$ cat src/rtl/id_ex_skid_reg.sv
// ---------------------------------------------------------------------------
// id_ex_skid_reg
//
// ID/EX pipeline register with a valid/ready handshake on both sides and a
// two-entry skid buffer (main entry M plus one overflow entry S). It carries
// the decode-stage control bits, NUM_OPS operands and NUM_DST destination
// register numbers into the execute stage. It sustains one instruction per
// cycle under back-pressure and supports a flush that squashes every held
// instruction.
//
// Ports:
//   clk            clock, all state updates on the rising edge
//   rst            synchronous active-high reset
//   flush          squash held and incoming instructions (after rst, wins)
//   in_valid       decode presents an instruction
//   in_ready       register can accept this cycle (registered, = ~S.valid)
//   in_reg_write   writeback enable of the incoming instruction
//   in_alu_op      ALU operation field, OP_W bits
//   in_data        operands, operand k at [k*DATA_W +: DATA_W]
//   in_wr_reg      destination register numbers, same packing with REG_W
//   out_valid      execute-side instruction valid (= M.valid)
//   out_ready      execute stage accepts the instruction on out_*
//   out_reg_write  writeback enable, forced low whenever out_valid is low
//   out_alu_op     ALU operation of M
//   out_data       operands of M
//   out_wr_reg     destination register numbers of M
//
// Optional feature, macro ID_EX_STATS_EN:
//   When defined, three extra 16-bit saturating outputs exist:
//     stall_cnt   cycles with out_valid & ~out_ready
//     bubble_cnt  cycles with ~out_valid & out_ready
//     flush_cnt   cycles with flush asserted
//   All are cleared by rst and update one cycle after the event. When the
//   macro is undefined these ports and counters are absent and the datapath
//   behaves identically.
// ---------------------------------------------------------------------------
module id_ex_skid_reg #(
  parameter int DATA_W  = 8,
  parameter int REG_W   = 3,
  parameter int NUM_OPS = 3,
  parameter int NUM_DST = 2,
  parameter int OP_W    = 1
) (
  input  logic                       clk,
  input  logic                       rst,
  input  logic                       flush,
  input  logic                       in_valid,
  output logic                       in_ready,
  input  logic                       in_reg_write,
  input  logic [OP_W-1:0]            in_alu_op,
  input  logic [NUM_OPS*DATA_W-1:0]  in_data,
  input  logic [NUM_DST*REG_W-1:0]   in_wr_reg,
  output logic                       out_valid,
  input  logic                       out_ready,
  output logic                       out_reg_write,
  output logic [OP_W-1:0]            out_alu_op,
  output logic [NUM_OPS*DATA_W-1:0]  out_data,
  output logic [NUM_DST*REG_W-1:0]   out_wr_reg
`ifdef ID_EX_STATS_EN
  ,
  output logic [15:0]                stall_cnt,
  output logic [15:0]                bubble_cnt,
  output logic [15:0]                flush_cnt
`endif
);

  localparam int DW = NUM_OPS * DATA_W;
  localparam int RW = NUM_DST * REG_W;

  // Occupancy of the two entries. The valid bits of M and S are decoded
  // from this state rather than stored separately, so they cannot disagree.
  typedef enum logic [1:0] {
    EMPTY = 2'd0,
    ONE   = 2'd1,
    FULL  = 2'd2
  } occ_e;

  occ_e state_q;
  occ_e state_d;

  // Registered ready, kept as its own flop so in_ready has no
  // combinational path from out_ready.
  logic in_ready_q;

  // Main entry payload (drives the outputs)
  logic          m_reg_write;
  logic [OP_W-1:0] m_alu_op;
  logic [DW-1:0] m_data;
  logic [RW-1:0] m_wr_reg;

  // Skid entry payload (overflow only)
  logic          s_reg_write;
  logic [OP_W-1:0] s_alu_op;
  logic [DW-1:0] s_data;
  logic [RW-1:0] s_wr_reg;

  logic m_valid;
  logic in_xfer;
  logic out_xfer;

  // Payload load strobes produced by the next-state logic
  logic load_m_from_in;
  logic load_m_from_s;
  logic load_s_from_in;

  assign m_valid  = (state_q != EMPTY);
  assign in_xfer  = in_valid & in_ready_q;
  assign out_xfer = m_valid & out_ready;

  // Next-state and load-strobe logic. Flush overrides every transition and
  // suppresses all payload loads, so an instruction presented during the
  // flush cycle is dropped. An output transfer during flush still happens
  // on the execute side; M simply becomes invalid afterwards.
  always_comb begin
    state_d        = state_q;
    load_m_from_in = 1'b0;
    load_m_from_s  = 1'b0;
    load_s_from_in = 1'b0;
    if (flush) begin
      state_d = EMPTY;
    end else begin
      case (state_q)
        EMPTY: begin
          if (in_xfer) begin
            state_d        = ONE;
            load_m_from_in = 1'b1;
          end
        end
        ONE: begin
          if (out_xfer && in_xfer) begin
            load_m_from_in = 1'b1;
          end else if (out_xfer) begin
            state_d = EMPTY;
          end else if (in_xfer) begin
            state_d        = FULL;
            load_s_from_in = 1'b1;
          end
        end
        FULL: begin
          // in_ready is low here, so only the drain path matters; S moves
          // into M to keep strict FIFO order.
          if (out_xfer) begin
            state_d       = ONE;
            load_m_from_s = 1'b1;
          end
        end
        default: begin
          state_d = EMPTY;
        end
      endcase
    end
  end

  // Occupancy state and registered ready. Ready for the next cycle is
  // simply "S will not be holding an instruction".
  always_ff @(posedge clk) begin
    if (rst) begin
      state_q    <= EMPTY;
      in_ready_q <= 1'b1;
    end else begin
      state_q    <= state_d;
      in_ready_q <= (state_d != FULL);
    end
  end

  // Main entry payload. It only changes on an accepting transfer and is
  // deliberately left untouched by flush.
  always_ff @(posedge clk) begin
    if (rst) begin
      m_reg_write <= 1'b0;
      m_alu_op    <= '0;
      m_data      <= '0;
      m_wr_reg    <= '0;
    end else if (load_m_from_in) begin
      m_reg_write <= in_reg_write;
      m_alu_op    <= in_alu_op;
      m_data      <= in_data;
      m_wr_reg    <= in_wr_reg;
    end else if (load_m_from_s) begin
      m_reg_write <= s_reg_write;
      m_alu_op    <= s_alu_op;
      m_data      <= s_data;
      m_wr_reg    <= s_wr_reg;
    end
  end

  // Skid entry payload, captured only when M is occupied and not draining.
  always_ff @(posedge clk) begin
    if (rst) begin
      s_reg_write <= 1'b0;
      s_alu_op    <= '0;
      s_data      <= '0;
      s_wr_reg    <= '0;
    end else if (load_s_from_in) begin
      s_reg_write <= in_reg_write;
      s_alu_op    <= in_alu_op;
      s_data      <= in_data;
      s_wr_reg    <= in_wr_reg;
    end
  end

  // Outputs come straight from M. reg_write is gated by valid so a stale
  // payload in an empty M can never trigger a register-file write.
  assign in_ready      = in_ready_q;
  assign out_valid     = m_valid;
  assign out_reg_write = m_reg_write & m_valid;
  assign out_alu_op    = m_alu_op;
  assign out_data      = m_data;
  assign out_wr_reg    = m_wr_reg;

`ifdef ID_EX_STATS_EN
  logic [15:0] stall_q;
  logic [15:0] bubble_q;
  logic [15:0] flush_q;

  // Saturating event counters; they stick at 16'hFFFF instead of wrapping.
  always_ff @(posedge clk) begin
    if (rst) begin
      stall_q  <= 16'd0;
      bubble_q <= 16'd0;
      flush_q  <= 16'd0;
    end else begin
      if (m_valid && !out_ready && (stall_q != 16'hFFFF)) begin
        stall_q <= stall_q + 16'd1;
      end
      if (!m_valid && out_ready && (bubble_q != 16'hFFFF)) begin
        bubble_q <= bubble_q + 16'd1;
      end
      if (flush && (flush_q != 16'hFFFF)) begin
        flush_q <= flush_q + 16'd1;
      end
    end
  end

  assign stall_cnt  = stall_q;
  assign bubble_cnt = bubble_q;
  assign flush_cnt  = flush_q;
`endif

endmodule

$ cat config.mk
export PLATFORM = sky130hd
export DESIGN_NAME = id_ex_skid_reg
export DESIGN_NICKNAME = d
export VERILOG_FILES = /design/src/rtl/id_ex_skid_reg.sv
export SDC_FILE = /design/constraint.sdc
export NUM_CORES = 1
export LEC_CHECK = 0
export CAP_MARGIN = 20
export CORE_MARGIN = 3
export CORE_UTILIZATION = 51
export CTS_CLUSTER_SIZE = 40
export DETAILED_ROUTE_END_ITERATION = 10
export DONT_BUFFER_PORTS = 1
export GPL_ROUTABILITY_DRIVEN = 0
export PLACE_DENSITY_LB_ADDON = 0.1
export SYNTH_ARGS = -nofsm -noshare
export SYNTH_HDL_FRONTEND = slang
export SYNTH_SLANG_ARGS = --single-unit
$ cat constraint.sdc
create_clock -name clk -period 1.6 [get_ports clk]
set_input_delay 0.32 -clock clk [delete_from_list [all_inputs] [get_ports clk]]
set_output_delay 0.32 -clock clk [all_outputs]
set_load 0.01 [all_outputs]
; Word-level counts from Yosys, hierarchy flattened
; Cells that the tools add are included.
[word_totals]
reg_bits = 67
latchBits = 0
ram_bits = 0
romBits = 0
elab_cells = 46
n_memories = 0
[op_classes]
addsub = 0
mul = 0
n_div = 0
n_lt_le_gt_ge = 0
eq_ne = 3
n_shift = 0
n_mux = 26
bitwise = 3
n_reduce_logical = 4
[ops]
columns = op, count
row1 = 2-to-1 mux 24 bit, 2
row2 = 2-to-1 mux 1 bit, 14
row3 = 2-to-1 mux 2 bit, 6
row4 = 2-to-1 mux 6 bit, 2
row5 = one-hot mux 2 bit (3 select lines), 1
row6 = nonzero test 2 bit, 2
row7 = bitwise AND 1 bit, 3
row8 = "== test 2 x 1 -> 1 bit, second input constant", 1
row9 = "== test 2 bit, second input constant", 1
row10 = logical NOT 2 bit, 1
row11 = "inequality test 2 bit, second input constant", 1
row12 = one-hot mux 1 bit (2 select lines), 1
row13 = logical AND 1 bit, 1

; Longest topological paths before layout
[depth]
word_depth = 7
mapped_depth = 5
ltp_nobuf = 3

; Worst setup path before layout
; No wires, ideal clock.
[synth_path]
kind = reg2reg
from = register in_ready_q (netlist: in_ready)
to = register m_data[23] (netlist: out_data[23])
arrival_ns = 1.260
required_ns = 1.509
slack_ns = 0.249
path_stages_with_launch = 6
path_cell_list = dfxtp_1 > nor4bb_1 > buf_2 > nand2_4 > buf_6 > a311oi_1
[synth_via]
elab_chain_cells = 6
word_cells_on_any_way = 8
classes_between = 5 x mux / 1 x bitwise / 2 x reduce/logical
[synth_lines]
columns = item, line_no
row1 = from (decl), 83  ; logic in_ready_q;
row2 = from (signal assigned), 162  ; in_ready_q <= (state_d != FULL);
row3 = bitwise AND 1 bit *, 107  ; assign in_xfer = in_valid & in_ready_q;
row4 = logical AND 1 bit, 130  ; if (out_xfer && in_xfer) begin
row5 = 2-to-1 mux 1 bit, 130
row6 = one-hot mux 1 bit (2 select lines) *, 122  ; case (state_q)
row7 = 2-to-1 mux 1 bit *, 119  ; if (flush) begin
row8 = 2-to-1 mux 24 bit / nonzero test 2 bit (equally long branches), -
row9 = to (signal assigned), 177  ; m_data <= in_data;
row10 = to (signal assigned), 182  ; m_data <= s_data;
row11 = to (decl), 88  ; logic [DW-1:0] m_data;
; Every way passes the cells marked *; elsewhere a longest branch is shown, timed or not.
; A chain may end at the register's enable or synchronous reset.

; Worst setup path in the final report
[layout_path]
from = register state_q[1]
to = output out_reg_write
[layout_via]
elab_chain_cells = 2
[layout_lines]
columns = item, line_no
row1 = from (decl), 78  ; occ_e state_q;
row2 = from (signal assigned), 161  ; state_q <= state_d;
row3 = nonzero test 2 bit, 106  ; assign m_valid = (state_q != EMPTY);
row4 = net out_valid, 53  ; output logic out_valid,
row5 = bitwise AND 1 bit, 206  ; assign out_reg_write = m_reg_write & m_valid;
row6 = to (decl), 55  ; output logic out_reg_write,
; The timed path passes the listed nets, and every way through them passes these cells.

==> Implementation_results.wiki <==
{| class="wikitable"
! Metric !! Value
|-
| I/O Buffers || 0
|-
| CTS tree || yes
|-
| Post-DRT Antenna Nets || 0
|-
| Cell count of the worst hold path || 1
|-
| Clock network fraction of total power || 0.423
|-
| Total Neg Setup Slack || 0 ns
|-
| Gate count after technology mapping || 349
|-
| Routed wire per std cell || 17.99 um
|-
| Worst r2r dst || out_data[16]
|-
| Number of cell rows || 27
|-
| Proportion of power drawn by combinational gates || 0.065
|-
| Layout cells sized above 1 || 0.1593
|-
| Place WS || 0.04212 ns
|-
| Max-Cap Viols || 0
|-
| Die outline height || 82.04 um
|-
| Hold buffer count at cts || 0
|-
| Worst clock skew || 0.007354 ns
|-
| Top-level I/O count || 71
|-
| Highest ir drop seen on vdd || 0.5632 mV
|-
| Count of final hold-check violations || 0
|-
| Number of antenna violations at the first check in global routing || 0
|-
| DRC Markers || 0
|-
| Top delay family on crit path || simple AND/OR/NAND/NOR gates
|-
| Flop and latch count out of synthesis || 67
|-
| Die outline width || 82.04 um
|-
| Kind of capture point of the worst setup path || output pin
|-
| Vias post-DR || 2502
|-
| Net load switching power || 843.5 uW
|-
| Final count of negative-setup-slack endpoints || 0
|-
| Slew Limit Headroom || 0.6663
|-
| Global routing usage on met2 || 0.3481
|-
| Number of buffers inserted during clock tree synthesis || 9
|-
| Switching share of total power || 0.2401
|-
| Area growth, synth to finish || 9.673%
|-
| Avg Inst Size Synth || 8.450 sq um
|-
| Insertion delay of the later-clocked pin in the worst-skew pair || 0.33 ns
|-
| Total overflow reported by the global router || 0
|-
| Register-to-register setup slack || 0.06 ns
|-
| Global route hottest layer || met2
|-
| Biggest fanout along the worst timing path || 8
|-
| Sum of internal, switching and leakage power || 3514 uW
|-
| Unique cell type count in the Yosys netlist || 26
|-
| Worst hold start || rst
|-
| Share of power burned in registers || 0.512
|-
| Starting utilization of the core area || 0.5323
|-
| Clock root buffer master || sky130_fd_sc_hd__clkbuf_8
|-
| Worst setup SP type || flop
|-
| N_diodes || 0
|-
| Estimated wirelength of the detail-placed design || 4360 um
|-
| Overall die area || 0.006731 sq mm
|-
| First-pass detailed-route iteration total || 4
|-
| Slowest stage delay, CP || 0.36 ns
|-
| Share of synthesized area occupied by flip-flops and latches || 0.4548
|-
| Buffers plus inverters on the worst setup path || 0
|-
| Critical Path Start || state_q[1]
|-
| DRC violation total after the first TritonRoute iteration || 231
|-
| Number of pins with negative max-slew slack in the final report || 0
|-
| Power per unit of standard cell area || 1086 mW/mm^2
|-
| Worst Hold Endpoint || out_data[15]
|-
| Total number of nets in the final design || 371
|-
| Status || completed
|-
| Global-route met3 utilization || 0.06140
|-
| Pin count of the biggest net entering global routing || 68
|-
| Clock-pin slew on the worst setup and hold paths || 0.07 ns
|-
| Largest buffer count on any clock path || 2
|-
| Worst Path Arrival || 1.24 ns
|-
| Global-route usage over all layers || 0.2271
|-
| Fin crit period || 1.560 ns
|-
| Static leakage || 0.001015 uW
|-
| Count of warnings emitted by yosys || 0
|-
| Global-route wire length before repair || 11660 um
|-
| Post-Synthesis Net Count || 386
|-
| Unrepaired setup endpoints after global routing || yes
|-
| Number of cells traversed by the worst register-to-register path || 3
|-
| Vias in the first global route || 2374
|-
| Hold WC Path Type || primary input to flop
|-
| Clk sink count || 67
|-
| Global Route met1 Usage || 0.3040
|-
| Worst Path Required || 1.28 ns
|-
| Netlist Area Pre-Place || 0.002949 sq mm
|-
| Cell breakdown of the critical path || or2_2 -> and2_1
|-
| Internal Dissipation || 2670 uW
|-
| Top achievable clock speed || 640.9 MHz
|-
| Number of fill cells || 517
|-
| Average vias per placed instance || 6.088
|-
| Setup WS post-layout || 0.03972 ns
|-
| Post-detailed-routing wire length || 7395 um
|-
| Period Utilization, post-route || 0.9752
|-
| Startpoint of the most critical register-to-register path || in_ready
|-
| Transition time at the pin with the least slew margin || 0.5001 ns
|-
| Placeable Area || 0.005540 sq mm
|-
| CP max-delay cell || sky130_fd_sc_hd__dfxtp_2
|-
| Startpoint-to-endpoint class of the critical path || flop to output pin
|-
| CTS H-tree lvls || 3
|}
## cell families after synthesis
group / share of synthesized area
compound gates: 0.2503
buf+inv: 0.06745
flops: 0.4548
simple gates: 0.2274
## synth_stat cells
cell type / count / share of area
sky130_fd_sc_hd__a21oi_1: 34 / 0.058
sky130_fd_sc_hd__nor3_1: 32 / 0.054
sky130_fd_sc_hd__nor2_1: 2 / 0.0025
sky130_fd_sc_hd__nand2_4: 1 / 0.0038
sky130_fd_sc_hd__and3_1: 1 / 0.0021
sky130_fd_sc_hd__inv_1: 1 / 0.0013
sky130_fd_sc_hd__a311oi_2: 18 / 0.092
sky130_fd_sc_hd__nor2b_1: 1 / 0.0021
sky130_fd_sc_hd__nand2b_1: 1 / 0.0021
sky130_fd_sc_hd__nor4b_1: 1 / 0.0030
sky130_fd_sc_hd__o21ai_1: 2 / 0.0034
sky130_fd_sc_hd__clkbuf_1: 15 / 0.019
sky130_fd_sc_hd__or2_2: 1 / 0.0021
sky130_fd_sc_hd__a311oi_1: 14 / 0.042
sky130_fd_sc_hd__nand3_1: 32 / 0.054
sky130_fd_sc_hd__o21ai_0: 31 / 0.053
sky130_fd_sc_hd__nand2_1: 64 / 0.081
sky130_fd_sc_hd__dfxtp_1: 67 / 0.45
sky130_fd_sc_hd__buf_6: 3 / 0.011
sky130_fd_sc_hd__nand4bb_1: 2 / 0.0076
sky130_fd_sc_hd__o311a_1: 1 / 0.0034
sky130_fd_sc_hd__or2_1: 1 / 0.0021
sky130_fd_sc_hd__buf_2: 21 / 0.036
sky130_fd_sc_hd__and4bb_1: 1 / 0.0042
sky130_fd_sc_hd__nor4bb_1: 1 / 0.0034
sky130_fd_sc_hd__and2_1: 1 / 0.0021
## power groups by stage
stage / clock network [uW] / registers (uW) / logic, uW
after floorplan: 0 / 1820 / 213
after global placement: 0 / 1840 / 225
final: 1490 / 1800 / 229
after detailed placement: 0 / 1840 / 229
after CTS: 1510 / 1800 / 230
after global routing: 1580 / 1810 / 253
## layer usage
metal	vias to the layer above	routed length, um
li1	1231	-
met5	-	0
met4	0	70
met2	72	3430
met3	5	513
met1	1194	3381
## cell type report
| type | count | area [sq um] | share of cell area |
|---|---|---|---|
| multi-input cells | 242 | 1436 | 0.4441 |
| flip-flops and latches | 67 | 1344 | 0.4155 |
| clock buffers | 12 | 165.2 | 0.05106 |
| clock inverters | 4 | 47.55 | 0.01470 |
| well taps | 72 | 90.09 | 0.02785 |
| repair buffers | 13 | 147.6 | 0.04565 |
| inverters | 1 | 3.754 | 0.001161 |
## how the worst max path moves through the flow
stage          slack, ns       endpoint  depth (start not counted)
2_1_floorplan       0.25   out_data[23]                          5
3_3_place_gp        0.11    out_data[8]                          4
3_5_place_dp        0.04   out_data[16]                          3
4_1_cts             0.02  out_reg_write                          2
5_1_grt            -0.06   out_data[16]                          3
6_report            0.04  out_reg_write                          2
## stage by stage
| stage | hold slack [ns] | instance area, sq um | utilization | cells |
|---|---|---|---|---|
| after floorplan | 0.4541 | 2949 | - | 349 |
| after global placement | 0.3961 | 3019 | 0.5449 | 395 |
| after detailed placement | 0.3969 | 3019 | 0.5449 | 395 |
| after CTS | 0.03490 | 3233 | 0.5836 | 411 |
| after global routing | 0.02231 | 3234 | 0.5838 | 411 |
| final | 0.04998 | 3234 | 0.5838 | 411 |
## worst reg2reg max path: cells and delay by family (launching register included)
kind,cells,cell delay [ns]
compound gates,1,0.33
flops,1,0.35
simple gates,2,0.76
## what timing repair did
action | in CTS | in global routing
setup endpoints to repair | 1 | 10
buffers inserted | 0 | 0
resized for setup | 1 | 1
## placed cells by master (no fill, tap or decap), types with 2 or more instances in the layout
master,instances
sky130_fd_sc_hd__clkbuf_8,12
sky130_fd_sc_hd__o21ai_1,2
sky130_fd_sc_hd__a21oi_1,34
sky130_fd_sc_hd__nand3_1,32
sky130_fd_sc_hd__buf_12,4
sky130_fd_sc_hd__dfxtp_2,2
sky130_fd_sc_hd__nand2_1,64
sky130_fd_sc_hd__a311oi_2,18
sky130_fd_sc_hd__dfxtp_1,65
sky130_fd_sc_hd__o21ai_0,31
sky130_fd_sc_hd__a311oi_1,14
sky130_fd_sc_hd__nor3_1,32
sky130_fd_sc_hd__nor2_1,2
sky130_fd_sc_hd__clkinv_2,2
sky130_fd_sc_hd__buf_4,9
(Power assumes the default switching activity.)
